`src/rtl/cache_controller.sv`:
```
// Direct-mapped, write-back, write-allocate data-cache controller for the RV32I core.
// Owns the tag/valid/dirty arrays and steers the external data memory and main memory.
module cache_controller #(
  parameter int ADDR_W   = 32,
  parameter int OFFSET_W = 2,
  parameter int IDX_W    = 5,
  parameter int DATA_W   = 32
) (
  input  logic              iCLK,
  input  logic              iRST,
  input  logic              cpu_req_valid,
  input  logic              cpu_req_we,
  input  logic [ADDR_W-1:0] cpu_req_addr,
  input  logic [DATA_W-1:0] cpu_req_wdata,
  output logic              cpu_ready,
  output logic              cpu_done,
  output logic [DATA_W-1:0] cpu_rdata,
  output logic              data_we,
  output logic [IDX_W-1:0]  idx,
  output logic [DATA_W-1:0] data_block_in,
  input  logic [DATA_W-1:0] data_block_out,
  output logic              mem_req,
  output logic              mem_we,
  output logic [ADDR_W-1:0] mem_addr,
  output logic [DATA_W-1:0] mem_wdata,
  input  logic              mem_ack,
  input  logic [DATA_W-1:0] mem_rdata
);
  localparam int TAG_W = ADDR_W - IDX_W - OFFSET_W;
  localparam int LINES = 1 << IDX_W;

  typedef enum logic [1:0] {IDLE, COMPARE, WRITEBACK, ALLOCATE} state_t;

  typedef struct packed {
    logic [TAG_W-1:0]  tag;
    logic [IDX_W-1:0]  idx;
    logic              we;
    logic [DATA_W-1:0] wdata;
  } req_t;

  state_t            state_q, state_d;
  req_t              req_q, req_d;
  logic [LINES-1:0]  valid_q, valid_d, dirty_q, dirty_d;
  logic [TAG_W-1:0]  tag_q [LINES];
  logic              tag_we;
  logic              hit;
  logic              unused_offset;

  assign unused_offset = ^cpu_req_addr[OFFSET_W-1:0];
  assign idx           = req_q.idx;
  assign hit           = valid_q[req_q.idx] && (tag_q[req_q.idx] == req_q.tag);

  always_ff @(posedge iCLK or posedge iRST) begin
    if (iRST) begin
      state_q <= IDLE;
      req_q   <= '0;
      valid_q <= '0;
      dirty_q <= '0;
    end else begin
      state_q <= state_d;
      req_q   <= req_d;
      valid_q <= valid_d;
      dirty_q <= dirty_d;
    end
  end

  // Tags carry no reset; the valid bits alone say whether a tag means anything.
  always_ff @(posedge iCLK) begin
    if (tag_we) tag_q[req_q.idx] <= req_q.tag;
  end

  always_comb begin
    state_d       = state_q;
    req_d         = req_q;
    valid_d       = valid_q;
    dirty_d       = dirty_q;
    tag_we        = 1'b0;
    cpu_ready     = 1'b0;
    cpu_done      = 1'b0;
    cpu_rdata     = '0;
    data_we       = 1'b0;
    data_block_in = '0;
    mem_req       = 1'b0;
    mem_we        = 1'b0;
    mem_addr      = '0;
    mem_wdata     = '0;

    case (state_q)
      IDLE: begin
        cpu_ready = 1'b1;
        if (cpu_req_valid) begin
          req_d.tag   = cpu_req_addr[ADDR_W-1:IDX_W+OFFSET_W];
          req_d.idx   = cpu_req_addr[IDX_W+OFFSET_W-1:OFFSET_W];
          req_d.we    = cpu_req_we;
          req_d.wdata = cpu_req_wdata;
          state_d     = COMPARE;
        end
      end
      COMPARE: begin
        if (hit) begin
          cpu_done = 1'b1;
          if (req_q.we) begin
            data_we            = 1'b1;
            data_block_in      = req_q.wdata;
            dirty_d[req_q.idx] = 1'b1;
          end else begin
            cpu_rdata = data_block_out;
          end
          state_d = IDLE;
        end else if (valid_q[req_q.idx] && dirty_q[req_q.idx]) begin
          state_d = WRITEBACK;
        end else begin
          state_d = ALLOCATE;
        end
      end
      WRITEBACK: begin
        // Victim address comes from the stored tag, not the request's tag.
        mem_req   = 1'b1;
        mem_we    = 1'b1;
        mem_addr  = {tag_q[req_q.idx], req_q.idx, {OFFSET_W{1'b0}}};
        mem_wdata = data_block_out;
        if (mem_ack) state_d = ALLOCATE;
      end
      ALLOCATE: begin
        mem_req  = 1'b1;
        mem_addr = {req_q.tag, req_q.idx, {OFFSET_W{1'b0}}};
        if (mem_ack) begin
          data_we            = 1'b1;
          data_block_in      = mem_rdata;
          tag_we             = 1'b1;
          valid_d[req_q.idx] = 1'b1;
          dirty_d[req_q.idx] = 1'b0;
          state_d            = COMPARE;
        end
      end
      default: state_d = IDLE;
    endcase

    // Reset overrides everything so no strobe or array write escapes while it is held.
    if (iRST) begin
      cpu_ready = 1'b0;
      cpu_done  = 1'b0;
      data_we   = 1'b0;
      mem_req   = 1'b0;
      mem_we    = 1'b0;
      tag_we    = 1'b0;
    end
  end
endmodule

```
`config.mk`:
```
export PLATFORM = sky130hd
export DESIGN_NAME = cache_controller
export DESIGN_NICKNAME = d
export VERILOG_FILES = /design/src/rtl/cache_controller.sv
export SDC_FILE = /design/constraint.sdc
export NUM_CORES = 1
export LEC_CHECK = 0
export CAP_MARGIN = 20
export CELL_PAD_IN_SITES_DETAIL_PLACEMENT = 0
export CELL_PAD_IN_SITES_GLOBAL_PLACEMENT = 1
export CORE_UTILIZATION = 45
export DETAILED_ROUTE_END_ITERATION = 16
export GPL_TIMING_DRIVEN = 0
export PLACE_DENSITY = 0.84
export REMOVE_ABC_BUFFERS = 1
export SLEW_MARGIN = 5
export SYNTH_ARGS = -nofsm -noshare
export SYNTH_HDL_FRONTEND = slang
export SYNTH_SLANG_ARGS = --single-unit
```
`constraint.sdc`:
```
create_clock -name iCLK -period 12.7 [get_ports iCLK]
set_clock_uncertainty 0.05 [all_clocks]
set_input_delay 2.54 -clock iCLK [delete_from_list [all_inputs] [get_ports iCLK]]
set_output_delay 2.54 -clock iCLK [all_outputs]
set_load 0.05 [all_outputs]
```
==> results.py <==
metrics = {
    "finish": {
        "antenna-diode-count": 0,
        "filler_cell_count": 6223,
        "stdcell_area_mm2": 0.04570,
        "area_growth_syn_to_layout_pct": 21.10,
        "nNetsFinal": 2702,
        "final-instance-count-excl-fill": 3710,
        "layout-drive-gt1-share": 0.1352,
    },
    "clock_tree": {
        "cts_tree": "done",
        "cts_setup_buffers": 0,
        "clock-root-buffer": "sky130_fd_sc_hd__clkbuf_16",
        "cts_htree_levels": 3,
        "post_cts_resized": 0,
        "clk-insertion-delay-late_ps": 650,
        "worst_setup_hold_path_clk_slew_ps": 60,
        "cts-hold-fix-buffers": 0,
        "cts_buffers": 90,
        "clock_path_buffers": 3,
        "cts_sinks": 929,
    },
    "routing": {
        "post_drt_via_cell_ratio": 6.213,
        "drcViolationCount": 0,
        "drtIter0Drc": 2915,
        "route.antenna.remaining_nets": 0,
        "finalWirelength_mm": 107.7,
        "routedWlPerCell_um": 29.04,
        "via_count": 23050,
        "number_of_search_and_repair_iterations_in_the_first_detailed_routing_pass": 6,
    },
    "die": {
        "floorplan.die_area_mm2": 0.08502,
        "width_of_the_die_um": 291.6,
        "num_rows": 105,
        "io_pins": 271,
        "core_area_mm2": 0.08250,
        "start_util": 0.4574,
        "fp.dieH_um": 291.6,
    },
    "synth": {
        "syn_avg_cell_area_um2": 16.45,
        "syn-cell-area_mm2": 0.03773,
        "ys_warn_count": 0,
        "sequential_fraction_of_the_synthesis_area": 0.7222,
        "post_synth_num_cell_types": 52,
        "synth_top_flop_cell": "sky130_fd_sc_hd__edfxtp_1",
        "post_synth_inst_count": 2294,
        "synth_enable_flop_cells": 800,
        "postSynthRegisterBits": 929,
        "postSynth.asyncResetShare": 0.1389,
    },
    "worst_setup_path": {
        "cp_launch_type": "flip-flop",
        "worst_ep_required_time_ps": 10110,
        "criticalPathCategory": "reg2out",
        "worst_r2r_path_depth": 14,
        "worstSetupStartpoint": "idx[1]$_DFFE_PP0P_",
        "critical_path_depth": 15,
        "cp_slowest_cell": "sky130_fd_sc_hd__or4_4",
        "crit_path_frequent_cell": "sky130_fd_sc_hd__buf_16",
        "crit-reg2reg-launch": "idx[1]$_DFFE_PP0P_",
        "critical_path_buf_inv_count": 6,
        "critPathCapture": "data_block_in[10]",
        "endpoint_kind": "output pin",
        "rrSetupSlack_ps": 5870,
        "worst-path-max-fanout": 49,
        "timing.critical_path.slowest_cell_delay_ps": 900,
        "crit_chain": "buf_16 > buf_16 > buf_16 > buf_16 > mux2i_1 > o22ai_1 > nor4_1 > a21oi_1 > nor4_1 > nand4_1 > or4_4 > nor3_4 > buf_8 > a22o_1 > clkdlybuf4s50_1",
        "worst_path_dominant_cell_family": "simple AND/OR/NAND/NOR gates",
        "worst_ep_arrival_time_ps": 8190,
    },
    "global_route": {
        "grtUsageTotal": 0.2492,
        "first_pass_grt_wire_length_mm": 154.4,
        "grt_max_degree": 86,
        "gr-total-overflow": 0,
        "grt_antenna_before_repair": 2,
        "first_global_vias": 23290,
    },
    "power": {
        "comb_power_share": 0.313,
        "ir_worst_vdd_mv": 0.1562,
        "seqPwrFrac": 0.430,
        "internal_power_w": 0.006655,
        "leakage_power_total_nw": 16.24,
        "power_density_mw_per_mm2": 223.5,
        "netSwitchingPower_w": 0.003556,
        "swShare": 0.3482,
        "share_clk_of_total_power": 0.257,
    },
    "timing": {
        "worstMarginPinSlew_ps": 1135,
        "finalCritPeriodShare": 0.8487,
        "rsz_0062_raised_after_global_routing": "false",
        "max_clock_freq_ghz": 0.09277,
        "layout_min_cycle_time_ps": 10780,
        "finalSetupViolCount": 0,
        "fin_setup_tns_ps": 0,
        "slew_viol_final": 0,
        "relSlewSlack": 0.2433,
        "report.final.hold_viol_count": 0,
    },
    "placement": {
        "gp_congestion": 0.8572,
        "post_dp_cell_area_mm2": 0.04270,
        "placed_cells_incl_taps": 3538,
        "hpwlAfterDp_mm": 65.05,
        "place.port_buffers": 266,
    },
    "hold_path": {
        "holdCritPathClass": "reg2reg",
    },
    "job": {
        "reported_max_cap_violation_count": 0,
    },
    "outcome": {
        "outcome": "finished, final reports clean",
    },
}
-- placed cells by master, fill, tap and decap left out, types with 57 or more instances in the layout --
cell type	Yosys	layout
sky130_fd_sc_hd__edfxtp_1	800	800
sky130_fd_sc_hd__o22ai_1	199	199
sky130_fd_sc_hd__mux2_2	63	63
sky130_fd_sc_hd__a22o_1	57	57
sky130_fd_sc_hd__clkdlybuf4s50_1	0	266
sky130_fd_sc_hd__dfrtp_1	129	127
sky130_fd_sc_hd__and2_1	70	69
sky130_fd_sc_hd__clkbuf_16	0	90
sky130_fd_sc_hd__nor4_1	61	61
sky130_fd_sc_hd__mux2i_1	400	400
-- worst min path at each step --
stage | startpoint | endpoint | slack (ps) | depth (start not counted)
after global routing | valid_q[19]$_DFFE_PP0P_ | valid_q[19]$_DFFE_PP0P_ | 430 | 1
after detailed placement | valid_q[3]$_DFFE_PP0P_ | valid_q[3]$_DFFE_PP0P_ | 390 | 1
final | valid_q[6]$_DFFE_PP0P_ | valid_q[6]$_DFFE_PP0P_ | 400 | 1
after floorplan | valid_q[22]$_DFFE_PP0P_ | valid_q[22]$_DFFE_PP0P_ | 370 | 1
after CTS | valid_q[3]$_DFFE_PP0P_ | valid_q[3]$_DFFE_PP0P_ | 400 | 1
after global placement | valid_q[6]$_DFFE_PP0P_ | valid_q[6]$_DFFE_PP0P_ | 380 | 1
-- cell families after synthesis --
kind of cell | count (synthesis) | synth area share
mux | 479 | 0.1345
fa+ha+maj | 4 | 0.001326
compound gates | 366 | 0.06665
other cells | 1 | 0.00009938
xor+xnor | 2 | 0.0004643
flops | 929 | 0.7222
simple gates | 342 | 0.05242
buf+inv | 171 | 0.02241
-- sequential cells by signal (all words and copies together) (netlist names), named ones only --
register and count:
valid_q 32, state_q 2, tag_q 800, req_q 58
idx 5
-- routing by layer --
metal	track usage	routed length, um
met1	0.3258	40620
met2	0.4044	51170
met3	0.06112	11910
met4	0.09101	4029
met5	0	12
-- power by group through the flow --
stage          Sequential, W  Clock (W)  Combinational (W)
2_1_floorplan        0.00454          0            0.00271
5_1_grt              0.00444    0.00278            0.00335
6_report             0.00439    0.00263            0.00319
3_5_place_dp         0.00448          0            0.00307
3_3_place_gp         0.00465          0            0.00338
4_1_cts              0.00442    0.00265            0.00308
-- through the flow --
stage	power, W	hold slack [ps]	utilization	setup slack [ps]
floorplan	0.007251	372.6	-	-7201
global placement	0.008039	382.1	0.4965	-13680
detailed placement	0.007548	389.3	0.5175	2642
CTS	0.01016	403.7	0.5525	1921
global route	0.01056	428.3	0.5539	1676
finish	0.01021	404.6	0.5539	1921
-- layout make-up --
type	instances	area [um2]	share of cell area
clock inverter	57	530.5	0.01161
sequential	929	27260	0.5964
tap	1070	1339	0.02930
multi-input combinational	1195	10030	0.2195
inverter	19	76.32	0.001670
timing repair buffer	330	4106	0.08986
clock buffer	110	2357	0.05158
-- worst reg2reg max path, stage by stage, from the launching register on --
cell                      delay (ps)
sky130_fd_sc_hd__dfrtp_4         850
sky130_fd_sc_hd__buf_16          390
sky130_fd_sc_hd__buf_16          370
sky130_fd_sc_hd__buf_16          310
sky130_fd_sc_hd__buf_16          320
sky130_fd_sc_hd__mux2i_1         260
sky130_fd_sc_hd__o22ai_1         150
sky130_fd_sc_hd__nor4_1          550
sky130_fd_sc_hd__a21oi_1         130
sky130_fd_sc_hd__nor4_1          800
sky130_fd_sc_hd__nand4_1         590
sky130_fd_sc_hd__or4_4           900
sky130_fd_sc_hd__o21ai_2         620
sky130_fd_sc_hd__buf_8           260
sky130_fd_sc_hd__a31oi_1         110
-- cell usage after synthesis (2+ instances only) --
cell type / number / area share
sky130_fd_sc_hd__dfrtp_1: 129 / 0.086
sky130_fd_sc_hd__xnor2_1: 2 / 0.00046
sky130_fd_sc_hd__ha_1: 4 / 0.0013
sky130_fd_sc_hd__nor3_1: 17 / 0.0023
sky130_fd_sc_hd__buf_4: 17 / 0.0034
sky130_fd_sc_hd__nand4b_2: 3 / 0.0012
sky130_fd_sc_hd__nand3_1: 8 / 0.0011
sky130_fd_sc_hd__a22o_1: 57 / 0.013
sky130_fd_sc_hd__a2bb2oi_1: 12 / 0.0028
sky130_fd_sc_hd__o22ai_2: 2 / 0.00066
sky130_fd_sc_hd__a21o_1: 19 / 0.0038
sky130_fd_sc_hd__or4b_1: 5 / 0.0013
sky130_fd_sc_hd__nand4_1: 7 / 0.0012
sky130_fd_sc_hd__buf_1: 6 / 0.00060
sky130_fd_sc_hd__nand4bb_1: 7 / 0.0021
sky130_fd_sc_hd__mux2_2: 63 / 0.019
sky130_fd_sc_hd__nor2_1: 57 / 0.0057
sky130_fd_sc_hd__nor2b_1: 12 / 0.0020
sky130_fd_sc_hd__and2_1: 70 / 0.012
sky130_fd_sc_hd__nand2b_1: 3 / 0.00050
sky130_fd_sc_hd__a22oi_1: 9 / 0.0018
sky130_fd_sc_hd__nand4b_1: 3 / 0.00070
sky130_fd_sc_hd__edfxtp_1: 800 / 0.64
sky130_fd_sc_hd__buf_2: 82 / 0.011
sky130_fd_sc_hd__inv_1: 19 / 0.0019
sky130_fd_sc_hd__buf_6: 5 / 0.0015
sky130_fd_sc_hd__nand2_1: 44 / 0.0044
sky130_fd_sc_hd__clkbuf_1: 42 / 0.0042
sky130_fd_sc_hd__and3_1: 20 / 0.0033
sky130_fd_sc_hd__o22ai_1: 199 / 0.033
sky130_fd_sc_hd__mux2i_1: 400 / 0.11
sky130_fd_sc_hd__mux4_2: 16 / 0.0095
sky130_fd_sc_hd__o31a_1: 12 / 0.0028
sky130_fd_sc_hd__nor3_2: 2 / 0.00053
sky130_fd_sc_hd__or2_2: 16 / 0.0027
sky130_fd_sc_hd__a21oi_1: 32 / 0.0042
sky130_fd_sc_hd__a31oi_1: 18 / 0.0030
sky130_fd_sc_hd__nor4_1: 61 / 0.010
(Power assumes the default switching activity.)
